<file path="src/rtl/ext_field_pipe_if.sv">
// Handshake bundle for ext_field_pipe: instruction/selector in, extended field out.
// The slave modport is the extractor itself; master is the IR-side producer plus datapath consumer.
interface ext_field_pipe_if #(
    parameter int OUT_W = 16,
    parameter int DEPTH = 2
);
    logic                     in_valid;
    logic                     in_ready;
    logic [15:0]              instr;
    logic [2:0]               sel;
    logic                     out_valid;
    logic                     out_ready;
    logic [OUT_W-1:0]         out_data;
    logic [2:0]               out_sel;
    logic                     out_err;
    logic [$clog2(DEPTH):0]   level;

    modport master (
        output in_valid, instr, sel, out_ready,
        input  in_ready, out_valid, out_data, out_sel, out_err, level
    );

    modport slave (
        input  in_valid, instr, sel, out_ready,
        output in_ready, out_valid, out_data, out_sel, out_err, level
    );
endinterface

</file>
<file path="src/rtl/ext_field_pipe.sv">
// LC-3 immediate/offset field extractor: selects an IR field, sign/zero-extends it
// to OUT_W bits and queues the result in a DEPTH-entry FIFO with valid/ready on both sides.
module ext_field_pipe #(
    parameter int OUT_W = 16,
    parameter int DEPTH = 2
) (
    input  logic              Clk,
    input  logic              Reset_n,
    ext_field_pipe_if.slave   bus
);
    localparam int PW = $clog2(DEPTH);
    localparam int LW = PW + 1;

    logic [OUT_W-1:0] mem_data [DEPTH];
    logic [2:0]       mem_sel  [DEPTH];
    logic             mem_err  [DEPTH];

    logic [PW-1:0]    rd_ptr;
    logic [PW-1:0]    wr_ptr;
    logic [LW-1:0]    lvl;

    logic             push;
    logic             pop;
    logic             full;
    logic             empty;
    logic [OUT_W-1:0] ext_data;
    logic             ext_err;

    assign full  = (lvl == LW'(DEPTH));
    assign empty = (lvl == '0);
    assign push  = bus.in_valid && !full;
    assign pop   = !empty && bus.out_ready;

    // Single mux level feeding the storage write port.
    always_comb begin
        ext_data = '0;
        ext_err  = 1'b0;
        case (bus.sel)
            3'd0:    ext_data = {{(OUT_W-5){bus.instr[4]}},  bus.instr[4:0]};
            3'd1:    ext_data = {{(OUT_W-6){bus.instr[5]}},  bus.instr[5:0]};
            3'd2:    ext_data = {{(OUT_W-9){bus.instr[8]}},  bus.instr[8:0]};
            3'd3:    ext_data = {{(OUT_W-11){bus.instr[10]}}, bus.instr[10:0]};
            3'd4:    ext_data = {{(OUT_W-8){1'b0}}, bus.instr[7:0]};
            3'd5:    ext_data = {{(OUT_W-5){1'b0}}, bus.instr[4:0]};
            default: ext_err  = 1'b1;
        endcase
    end

    always_ff @(posedge Clk or negedge Reset_n) begin
        if (!Reset_n) begin
            rd_ptr <= '0;
            wr_ptr <= '0;
            lvl    <= '0;
            for (int unsigned i = 0; i < DEPTH; i++) begin
                mem_data[i] <= '0;
                mem_sel[i]  <= '0;
                mem_err[i]  <= 1'b0;
            end
        end else begin
            if (push) begin
                mem_data[wr_ptr] <= ext_data;
                mem_sel[wr_ptr]  <= bus.sel;
                mem_err[wr_ptr]  <= ext_err;
                wr_ptr           <= wr_ptr + PW'(1);
            end
            if (pop) begin
                rd_ptr <= rd_ptr + PW'(1);
            end
            if (push && !pop) begin
                lvl <= lvl + LW'(1);
            end else if (pop && !push) begin
                lvl <= lvl - LW'(1);
            end
        end
    end

    assign bus.in_ready  = !full;
    assign bus.out_valid = !empty;
    assign bus.out_data  = mem_data[rd_ptr];
    assign bus.out_sel   = mem_sel[rd_ptr];
    assign bus.out_err   = mem_err[rd_ptr];
    assign bus.level     = lvl;
endmodule

</file>
<file path="src/flat_wrapper.sv">
// flat-port wrapper written by rule: the top's interface ports become plain ports
module ext_field_pipe_flat 
#(
    parameter int OUT_W = 16,
    parameter int DEPTH = 2
)
  (Clk, Reset_n, bus_in_valid, bus_instr, bus_sel, bus_out_ready, bus_in_ready, bus_out_valid, bus_out_data, bus_out_sel, bus_out_err, bus_level);
  ext_field_pipe_if #(.OUT_W(OUT_W), .DEPTH(DEPTH)) bus_i ();
  input  logic Clk;
  input  logic Reset_n;
  input wire logic [$bits(bus_i.in_valid)-1:0] bus_in_valid;
  input wire logic [$bits(bus_i.instr)-1:0] bus_instr;
  input wire logic [$bits(bus_i.sel)-1:0] bus_sel;
  input wire logic [$bits(bus_i.out_ready)-1:0] bus_out_ready;
  output wire logic [$bits(bus_i.in_ready)-1:0] bus_in_ready;
  output wire logic [$bits(bus_i.out_valid)-1:0] bus_out_valid;
  output wire logic [$bits(bus_i.out_data)-1:0] bus_out_data;
  output wire logic [$bits(bus_i.out_sel)-1:0] bus_out_sel;
  output wire logic [$bits(bus_i.out_err)-1:0] bus_out_err;
  output wire logic [$bits(bus_i.level)-1:0] bus_level;
  assign bus_i.in_valid = bus_in_valid;
  assign bus_i.instr = bus_instr;
  assign bus_i.sel = bus_sel;
  assign bus_i.out_ready = bus_out_ready;
  assign bus_in_ready = bus_i.in_ready;
  assign bus_out_valid = bus_i.out_valid;
  assign bus_out_data = bus_i.out_data;
  assign bus_out_sel = bus_i.out_sel;
  assign bus_out_err = bus_i.out_err;
  assign bus_level = bus_i.level;
  ext_field_pipe #(.OUT_W(OUT_W), .DEPTH(DEPTH)) u_core (.Clk(Clk), .Reset_n(Reset_n), .bus(bus_i));
endmodule
</file>
<file path="config.mk">
export PLATFORM = sky130hd
export DESIGN_NAME = ext_field_pipe_flat
export DESIGN_NICKNAME = d
export VERILOG_FILES = /design/src/rtl/ext_field_pipe_if.sv /design/src/rtl/ext_field_pipe.sv /design/src/flat_wrapper.sv
export SDC_FILE = /design/constraint.sdc
export NUM_CORES = 1
export LEC_CHECK = 0
export ABC_AREA = 1
export BUFFER_PORTS_ARGS = -buffer_cell sky130_fd_sc_hd__buf_2
export CAP_MARGIN = 10
export CORE_MARGIN = 3
export CORE_UTILIZATION = 56
export DETAILED_ROUTE_END_ITERATION = 8
export GPL_TIMING_DRIVEN = 0
export HOLD_SLACK_MARGIN = 0.08
export MAX_ROUTING_LAYER = met4
export PLACE_DENSITY = 0.84
export SYNTH_ARGS = -nofsm -noshare
export SYNTH_HDL_FRONTEND = slang
export SYNTH_SLANG_ARGS = --single-unit
</file>
<file path="constraint.sdc">
create_clock -name Clk -period 3.94 [get_ports Clk]
set_clock_uncertainty 0.1 [all_clocks]
set_input_delay 0.788 -clock Clk [delete_from_list [all_inputs] [get_ports Clk]]
set_output_delay 0.788 -clock Clk [all_outputs]
set_load 0.01 [all_outputs]
</file>
==> out/metrics.csv, run 1 <==
metric,value,unit
syn-cell-area,1767,um2
diodes,0,
swShare,0.4152,
syn_avg_cell_area,7.615,um2
p_seq_frac,0.360,
finalSetupViolations,0,
worst_path_max_delay_cell,dfrtp_1,
initial_core_util,0.6142,
layout_setup_ws,1.225,ns
crit_buf_inv,4,
drc_errors,0,
tightest_slew,0.7514,ns
first_global_vias,1513,
cp.arrival,1.83,ns
ys_ff_latch,34,
placed_cell_area,2024,um2
grt_pass1_wl,6630,um
nNetsFinal,304,
intPower,0.0009518,W
hpwlAfterDp,2648,um
place_ws,1.614,ns
drtAntennaViolNets,0,
routedWlPerCell,11.60,um
hold_viol_final,0,
drt-initial-drc-count,81,
slew_viol_final,0,
final_common_cell,nand2_1,
combPwrFrac,0.493,
ir_drop,436.7,uV
clk_path_buf_depth,2,
power.clock.fraction,0.147,
synthAdderAreaFrac,0.007082,
hp-class,reg2reg,
synth-simple-area-share,0.3109,
dieArea,3864,um2
syn2layout_area_growth,19.05,%
die_y,62.17,um
start_kind,flip-flop,
p_leak,1.258,nW
critical_path.top_delay_family,buffers and inverters,
p_sw,0.0006756,W
io_buffer_count,41,
synthCells,232,
status,"finished, final reports clean",
fmax,368.3,MHz
post_cts_buffers,0,
synthXorXnorAreaFrac,0.01487,
yosysWarnings,0,
antenna_found_initial,0,
seq_area,850.8,um2
wirelength,3746,um
path_max_fanout,10,
layout_common_cells,"nand2_1 (117), buf_2 (42), dfrtp_1 (34)",
first_pass_iters,4,
path_class,reg2out,
routabilityCongestion,0.7879,
cts_max_level,2,
fillers,239,
cts_sinks,34,
required,3.05,ns
min_period,2.715,ns
post_cts_resized,0,
overflow,0,
yosysUniqueCellTypes,21,
ctsHoldBuffers,0,
numCtsBuffers,5,
row_count,19,
synth_top_family_by_area,simple AND/OR/NAND/NOR gates,
relSlewSlack,0.4991,
avgViaCountPerCell,4.783,
multi_input_area,714.4,um2
post_route_cells_drive_above_1_share,0.2491,
io_pins,47,
cts_tree,yes,
num_vias,1545,
power_density,773.8,nW/um2
synth_compound_area_frac,0.07153,
fp.dieW,62.17,um
yosysSeqAreaShare,0.4816,
clk_pin_slew_worst_paths,0.11,ns
core-area,2877,um2
grt_max_degree,35,
maxCapViolations,0,
clock_latency,0.33,ns
yosys-mux-area-fraction,0,
grt.total_usage,0.2201,
fin_setup_tns,0,ns
critPathMaxStageDelay,0.35,ns
critPathCaptureType,primary output,
synth.net_count,256,
crit_chain,clkbuf_1 > buf_2 > nand2_1 > nand2_1 > buf_4 > buf_2,
cts_root_buffer,clkbuf_4,
final_cell_area,2103,um2
rsz0062_at_grt,false,
timing.final.crit_share,0.6891,
synthesized netlist by cell type (all sizes together):
cell    number  area (um2)
inv         27       106.4
nand4        2       12.51
clkbuf       2       7.510
dfrtp       34       850.8
buf         10       87.58
xor2         2       17.52
nand2      119       461.7
ha           1       12.51
o21ai       22       121.4
a21oi        1       5.000
xnor2        1       8.760
nand3        1       5.000
nor2        10       70.07
power by group through the flow:
stage	sequential, W	combinational [W]	clock (W)
2_1_floorplan	0.000584	0.000547	0
3_3_place_gp	0.000588	0.000788	0
3_5_place_dp	0.000592	0.000804	0
4_1_cts	0.000585	0.000812	0.000242
5_1_grt	0.000602	0.000913	0.000257
6_report	0.000585	0.000803	0.000239
state kept, by name, summed over array words and instances, names as in the netlist:
signal            cells
u_core.mem_err        2
u_core.wr_ptr         1
u_core.rd_ptr         1
u_core.mem_data      22
u_core.mem_sel        6
u_core.bus.level      2
cells by family (layout without fill, tap and decap cells):
| group | Yosys count | count (layout) |
|---|---|---|
| AOI/OAI and AO/OA | 23 | 23 |
| buffers and inverters | 39 | 88 |
| and+or+nand+nor | 132 | 132 |
| xor gates and xnor gates | 3 | 3 |
| DFF | 34 | 34 |
| adders and majority gates | 1 | 1 |
through the flow:
step / hold WS (ns) / power [W] / utilization / std cells
after floorplan: 0.3422 / 0.001131 / - / 232
after global placement: 0.3567 / 0.001376 / 0.7038 / 315
after detailed placement: 0.3593 / 0.001397 / 0.7038 / 315
after CTS: 0.3846 / 0.001639 / 0.7312 / 323
after global routing: 0.4082 / 0.001772 / 0.7312 / 323
final: 0.3820 / 0.001627 / 0.7312 / 323
worst reg2reg max path, stage by stage, from the launching register on:
cell and delay [ns]:
dfrtp_1 0.42, inv_2 0.11, nand2_4 0.06, nand2_4 0.13, inv_1 0.06, ha_1 0.30, a21oi_1 0.12, o21ai_0 0.12
xor2_1 0.17
layer usage:
layer / wire (um) / global-route usage
met1: 1718 / 0.2758
met5: 0 / -
met4: 63 / 0.08564
met3: 222 / 0.05045
met2: 1740 / 0.3481
layout make-up:
cell class	count	area share
Sequential cell	34	0.4045
Multi-Input combinational cell	159	0.3397
Timing Repair Buffer	41	0.09756
Inverter	27	0.05057
Buffer	12	0.04521
Clock buffer	8	0.03748
Tap cell	42	0.02499
final timing paths:
kind | from | cells after the start | slack (ns) | endpoint
worst max-delay path | u_core.rd_ptr | 6 | 1.22 | bus_out_data[13]
worst min-delay path | u_core.mem_data[4] | 2 | 0.38 | u_core.mem_data[4]
worst max register to register | u_core.bus.level[0] | 8 | 2.23 | u_core.bus.level[1]
worst min register to register | u_core.mem_data[4] | 2 | 0.38 | u_core.mem_data[4]
max in group asynchronous | Reset_n | 1 | 2.85 | u_core.mem_sel[1]
min in group asynchronous | Reset_n | 1 | 0.41 | u_core.bus.level[0]
Power figures use the tool's default switching activity.
==> inputs of run 2 (changes only) <==
--- a/config.mk
+++ b/config.mk
@@ -9,12 +9,12 @@
 export BUFFER_PORTS_ARGS = -buffer_cell sky130_fd_sc_hd__buf_2
 export CAP_MARGIN = 10
 export CORE_MARGIN = 3
-export CORE_UTILIZATION = 56
+export CORE_UTILIZATION = 47
 export DETAILED_ROUTE_END_ITERATION = 8
 export GPL_TIMING_DRIVEN = 0
 export HOLD_SLACK_MARGIN = 0.08
 export MAX_ROUTING_LAYER = met4
-export PLACE_DENSITY = 0.84
+export PLACE_DENSITY = 0.75
 export SYNTH_ARGS = -nofsm -noshare
 export SYNTH_HDL_FRONTEND = slang
 export SYNTH_SLANG_ARGS = --single-unit
==> constraint.sdc (replaced) <==
create_clock -name Clk -period 2.4 [get_ports Clk]
set_clock_uncertainty 0.1 [all_clocks]
set_input_delay 0.48 -clock Clk [delete_from_list [all_inputs] [get_ports Clk]]
set_output_delay 0.48 -clock Clk [all_outputs]
set_load 0.01 [all_outputs]
==> out/metrics.csv, run 2 (same netlist as run 1, synthesis figures left out) <==
metric,value,unit
hp-class,in2async,
reg2regPathDepth,8,
reg2reg_to,u_core.bus.level[1],
finalSetupViolations,0,
numCtsBuffers,5,
initial_core_util,0.5094,
dieArea,4531,um2
r2r-start,u_core.bus.level[0],
ctsHoldBuffers,0,
tightest_slew,0.7576,ns
r2r_slack,0.75,ns
fp.dieW,67.31,um
maxCapViolations,0,
reg_top3,"u_core.mem_data x22, u_core.mem_sel x6",
drc_errors,0,
largest_reg_flops,22,
routedWlPerCell,11.54,um
num_vias,1549,
fin_setup_tns,0,ns
io_buffer_count,41,
grt.total_usage,0.1996,
ir_drop,651.3,uV
path_class,reg2out,
row_count,21,
clk_pin_slew_worst_paths,0.06,ns
diodes,0,
wirelength,3761,um
hold_viol_final,0,
fillers,342,
die_y,67.31,um
io_pins,47,
nNetsFinal,304,
grt_pass1_wl,6541,um
placed_cell_area,2029,um2
layout_common_cells,"nand2_1 (117), buf_2 (42), dfrtp_1 (34)",
cts_max_level,2,
slew_viol_final,0,
grt_max_degree,35,
rsz0062_at_grt,false,
power,0.002668,W
overflow,0,
clock_latency,0.28,ns
largest_register,u_core.mem_data,
hpwlAfterDp,2660,um
first_pass_iters,4,
seq_area,850.8,um2
clk_path_buf_depth,2,
core-area,3468,um2
final_common_cell,nand2_1,
drt-initial-drc-count,128,
start_kind,flip-flop,
fmax,452.1,MHz
power_density,1266,nW/um2
timing.final.crit_share,0.9216,
min_period,2.212,ns
routabilityCongestion,0.7881,
status,"finished, final reports clean",
cts_tree,yes,
cp.arrival,1.63,ns
first_global_vias,1462,
critPathCaptureType,primary output,
multi_input_area,714.4,um2
post_route_cells_drive_above_1_share,0.2464,
relSlewSlack,0.4950,
path_max_fanout,10,
drtAntennaViolNets,0,
antenna_found_initial,0,
avgViaCountPerCell,4.752,
cts_root_buffer,clkbuf_8,
syn2layout_area_growth,19.33,%
p_leak,1.258,nW
required,1.82,ns
cts_sinks,34,
final_cell_area,2108,um2
-- run 2: worst max-delay path, stage by stage (launching register included) --
cell and delay (ns):
dfrtp_1 0.35, clkbuf_2 0.20, buf_2 0.26, nand2_1 0.09
nand2_1 0.19, buf_4 0.14, buf_2 0.12
-- run 2: worst max path at each step --
stage,start,to,slack [ns]
2_1_floorplan,u_core.rd_ptr,bus_out_data[11],0.66
3_3_place_gp,u_core.rd_ptr,bus_out_data[13],0.34
3_5_place_dp,u_core.rd_ptr,bus_out_data[14],0.32
4_1_cts,u_core.rd_ptr,bus_out_data[14],0.06
5_1_grt,u_core.rd_ptr,bus_out_data[11],0.06
6_report,u_core.rd_ptr,bus_out_data[14],0.19
-- run 2: cell type report --
| class | instances | share of cell area |
|---|---|---|
| Buffer | 12 | 0.04629 |
| Clock buffer | 7 | 0.03620 |
| Sequential cell | 34 | 0.4036 |
| Timing Repair Buffer | 41 | 0.09733 |
| Multi-Input combinational cell | 159 | 0.3389 |
| Inverter | 27 | 0.05045 |
| Tap cell | 46 | 0.02730 |
-- run 2: per-stage QoR --
step	instances	setup WS, ns	hold WS [ns]	utilization
2_1_floorplan	232	0.6595	0.08441	-
3_3_place_gp	319	0.3422	0.3570	0.5851
3_5_place_dp	319	0.3157	0.3585	0.5851
4_1_cts	326	0.05886	0.1829	0.6075
5_1_grt	326	0.05687	0.2182	0.6079
6_report	326	0.1882	0.1647	0.6079
-- run 2: what timing repair did --
action / 4_1_cts / 5_1_grt
setup endpoints to repair: 2 / 5
pin swaps: 0 / 0
gates resized for setup: 1 / 2
endpoints found under the hold margin: 0 / 0
buffers inserted: 0 / 0
-- run 2: metal layers --
metal | part of all wire | GRT usage | up-vias | wire, um
met2 | 0.45 | 0.3141 | 48 | 1710
met1 | 0.47 | 0.2476 | 708 | 1782
met3 | 0.062 | 0.05491 | 5 | 233
met4 | 0.0093 | 0.06835 | 0 | 35
li1 | - | - | 788 | -
met5 | 0 | - | - | 0
-- run 2: where the power goes --
part / switching [W] / internal [W] / total, W
Sequential: 0.000135 / 0.000830 / 0.000965
Clock: 0.000193 / 0.000199 / 0.000393
Combinational: 0.000772 / 0.000539 / 0.00131
==> inputs of run 3 (changes only) <==
--- a/config.mk
+++ b/config.mk
@@ -15,6 +15,7 @@
 export HOLD_SLACK_MARGIN = 0.08
 export MAX_ROUTING_LAYER = met4
 export PLACE_DENSITY = 0.75
+export REMOVE_ABC_BUFFERS = 1
 export SYNTH_ARGS = -nofsm -noshare
 export SYNTH_HDL_FRONTEND = slang
 export SYNTH_SLANG_ARGS = --single-unit
==> constraint.sdc (replaced) <==
create_clock -name Clk -period 1.8 [get_ports Clk]
set_clock_uncertainty 0.1 [all_clocks]
set_input_delay 0.36 -clock Clk [delete_from_list [all_inputs] [get_ports Clk]]
set_output_delay 0.36 -clock Clk [all_outputs]
set_load 0.01 [all_outputs]
==> out/metrics.csv, run 3 (same netlist as run 1, synthesis figures left out) <==
metric,value,unit
cp.arrival,1.31,ns
hp-class,in2reg,
critPathLaunch,u_core.rd_ptr,
finalSetupViolations,0,
reg2regPathDepth,8,
clk_pin_slew_worst_paths,0.06,ns
cts_tree,yes,
io_pins,47,
cts_root_buffer,clkbuf_8,
path_max_fanout,6,
maxCapViolations,0,
status,"finished, final reports clean",
core-area,3468,um2
fp.dieW,67.31,um
syn2layout_area_growth,21.74,%
grt_max_degree,35,
ir_drop,752.4,uV
cts_max_level,2,
r2r-start,u_core.bus.level[0],
io_buffer_count,41,
layout_common_cells,"nand2_1 (113), buf_2 (35), dfrtp_1 (33)",
endpoint,bus_out_data[13],
power_density,1724,nW/um2
diodes,0,
relSlewSlack,0.5078,
placed_cell_area,1934,um2
fin_cells,321,
largest_reg_flops,22,
die_y,67.31,um
min_period,1.765,ns
crit_chain,buf_4 > nand2_2 > nand2_8 > buf_6,
timing.final.crit_share,0.9808,
critPathCaptureType,primary output,
dp_cells,307,
grt_pass1_wl,6216,um
critPathMaxStageDelay,0.51,ns
fmax,566.5,MHz
first_pass_iters,4,
r2r_slack,0.14,ns
initial_core_util,0.5094,
antenna_found_initial,0,
routedWlPerCell,11.76,um
grt.total_usage,0.1924,
required,1.34,ns
worst_path_max_delay_cell,dfrtp_4,
p_leak,1.244,nW
final_util,0.6201,
hold_viol_final,0,
row_count,21,
drc_errors,0,
reg2reg_to,u_core.bus.level[1],
tightest_slew,0.7383,ns
dieArea,4531,um2
first_global_vias,1394,
cts_sinks,34,
nNetsFinal,299,
drt-initial-drc-count,56,
overflow,0,
clk_path_buf_depth,2,
start_kind,flip-flop,
final_cell_area,2151,um2
hpwlAfterDp,2434,um
clock_latency,0.28,ns
routabilityCongestion,0.8243,
slew_viol_final,0,
final_common_cell,nand2_1,
wirelength,3774,um
drtAntennaViolNets,0,
path_class,reg2out,
reg_top3,"u_core.mem_data x22, u_core.mem_sel x6",
num_vias,1525,
numCtsBuffers,5,
post_route_cells_drive_above_1_share,0.2545,
avgViaCountPerCell,4.751,
largest_register,u_core.mem_data,
## run 3: repair_timing
item / CTS / global route
setup endpoints to repair: 20 / 9
cloned: 0 / 0
hold endpoints to repair: 34 / 0
hold buffers: 1 / 0
pin swaps: 0 / 1
resized for setup: 3 / 20
buffers inserted: 6 / 0
## run 3: layer usage
layer	GRT usage	wire, um	vias to the layer above
li1	-	-	782
met1	0.2407	1680	694
met2	0.3043	1828	45
met3	0.05491	217	4
met4	0.05570	46	0
met5	-	0	-
## run 3: how the worst min path moves through the flow
stage,from,slack (ns),endpoint,depth (start not counted)
2_1_floorplan,Reset_n,-0.04,u_core.bus.level[0],0
4_1_cts,bus_sel[2],0.25,u_core.mem_sel[2],3
6_report,bus_sel[2],0.25,u_core.mem_sel[2],3
3_5_place_dp,u_core.mem_data[3],0.36,u_core.mem_data[3],2
5_1_grt,bus_sel[2],0.28,u_core.mem_sel[2],3
3_3_place_gp,Reset_n,0.36,u_core.mem_data[6],1
## run 3: cell type report
class                   count  area [um2]
well taps                  46       57.56
inverters                  27       110.1
repair buffers             48       305.3
multi-input cells         159       747.0
flip-flops and latches     34       854.6
clock buffers               7       76.32
fillers                   333        1318
## run 3: worst max-delay path: cells and delay by family, from the launching register on
kind	cells	cell delay, ns
flops	1	0.51
buf+inv	2	0.31
simple gates	2	0.20
## run 3: power by group
part | switching (W) | internal, W | total [W]
sequential | 0.000210 | 0.00112 | 0.00133
clock | 0.000256 | 0.000266 | 0.000522
combinational | 0.00107 | 0.000789 | 0.00186
total | 0.00154 | 0.00217 | 0.00371
## run 3: per-stage QoR
stage,worst slack (ns),TNS [ns],power [W],hold slack [ns]
global route,-0.001336,-0.001336,0.004016,0.2810
floorplan,0.08560,0,0.002298,-0.03559
global placement,-0.1967,-2.256,0.002819,0.3556
CTS,0.003075,0,0.003524,0.2460
finish,0.03463,0,0.003707,0.2498
detailed placement,-0.1954,-2.086,0.002857,0.3588
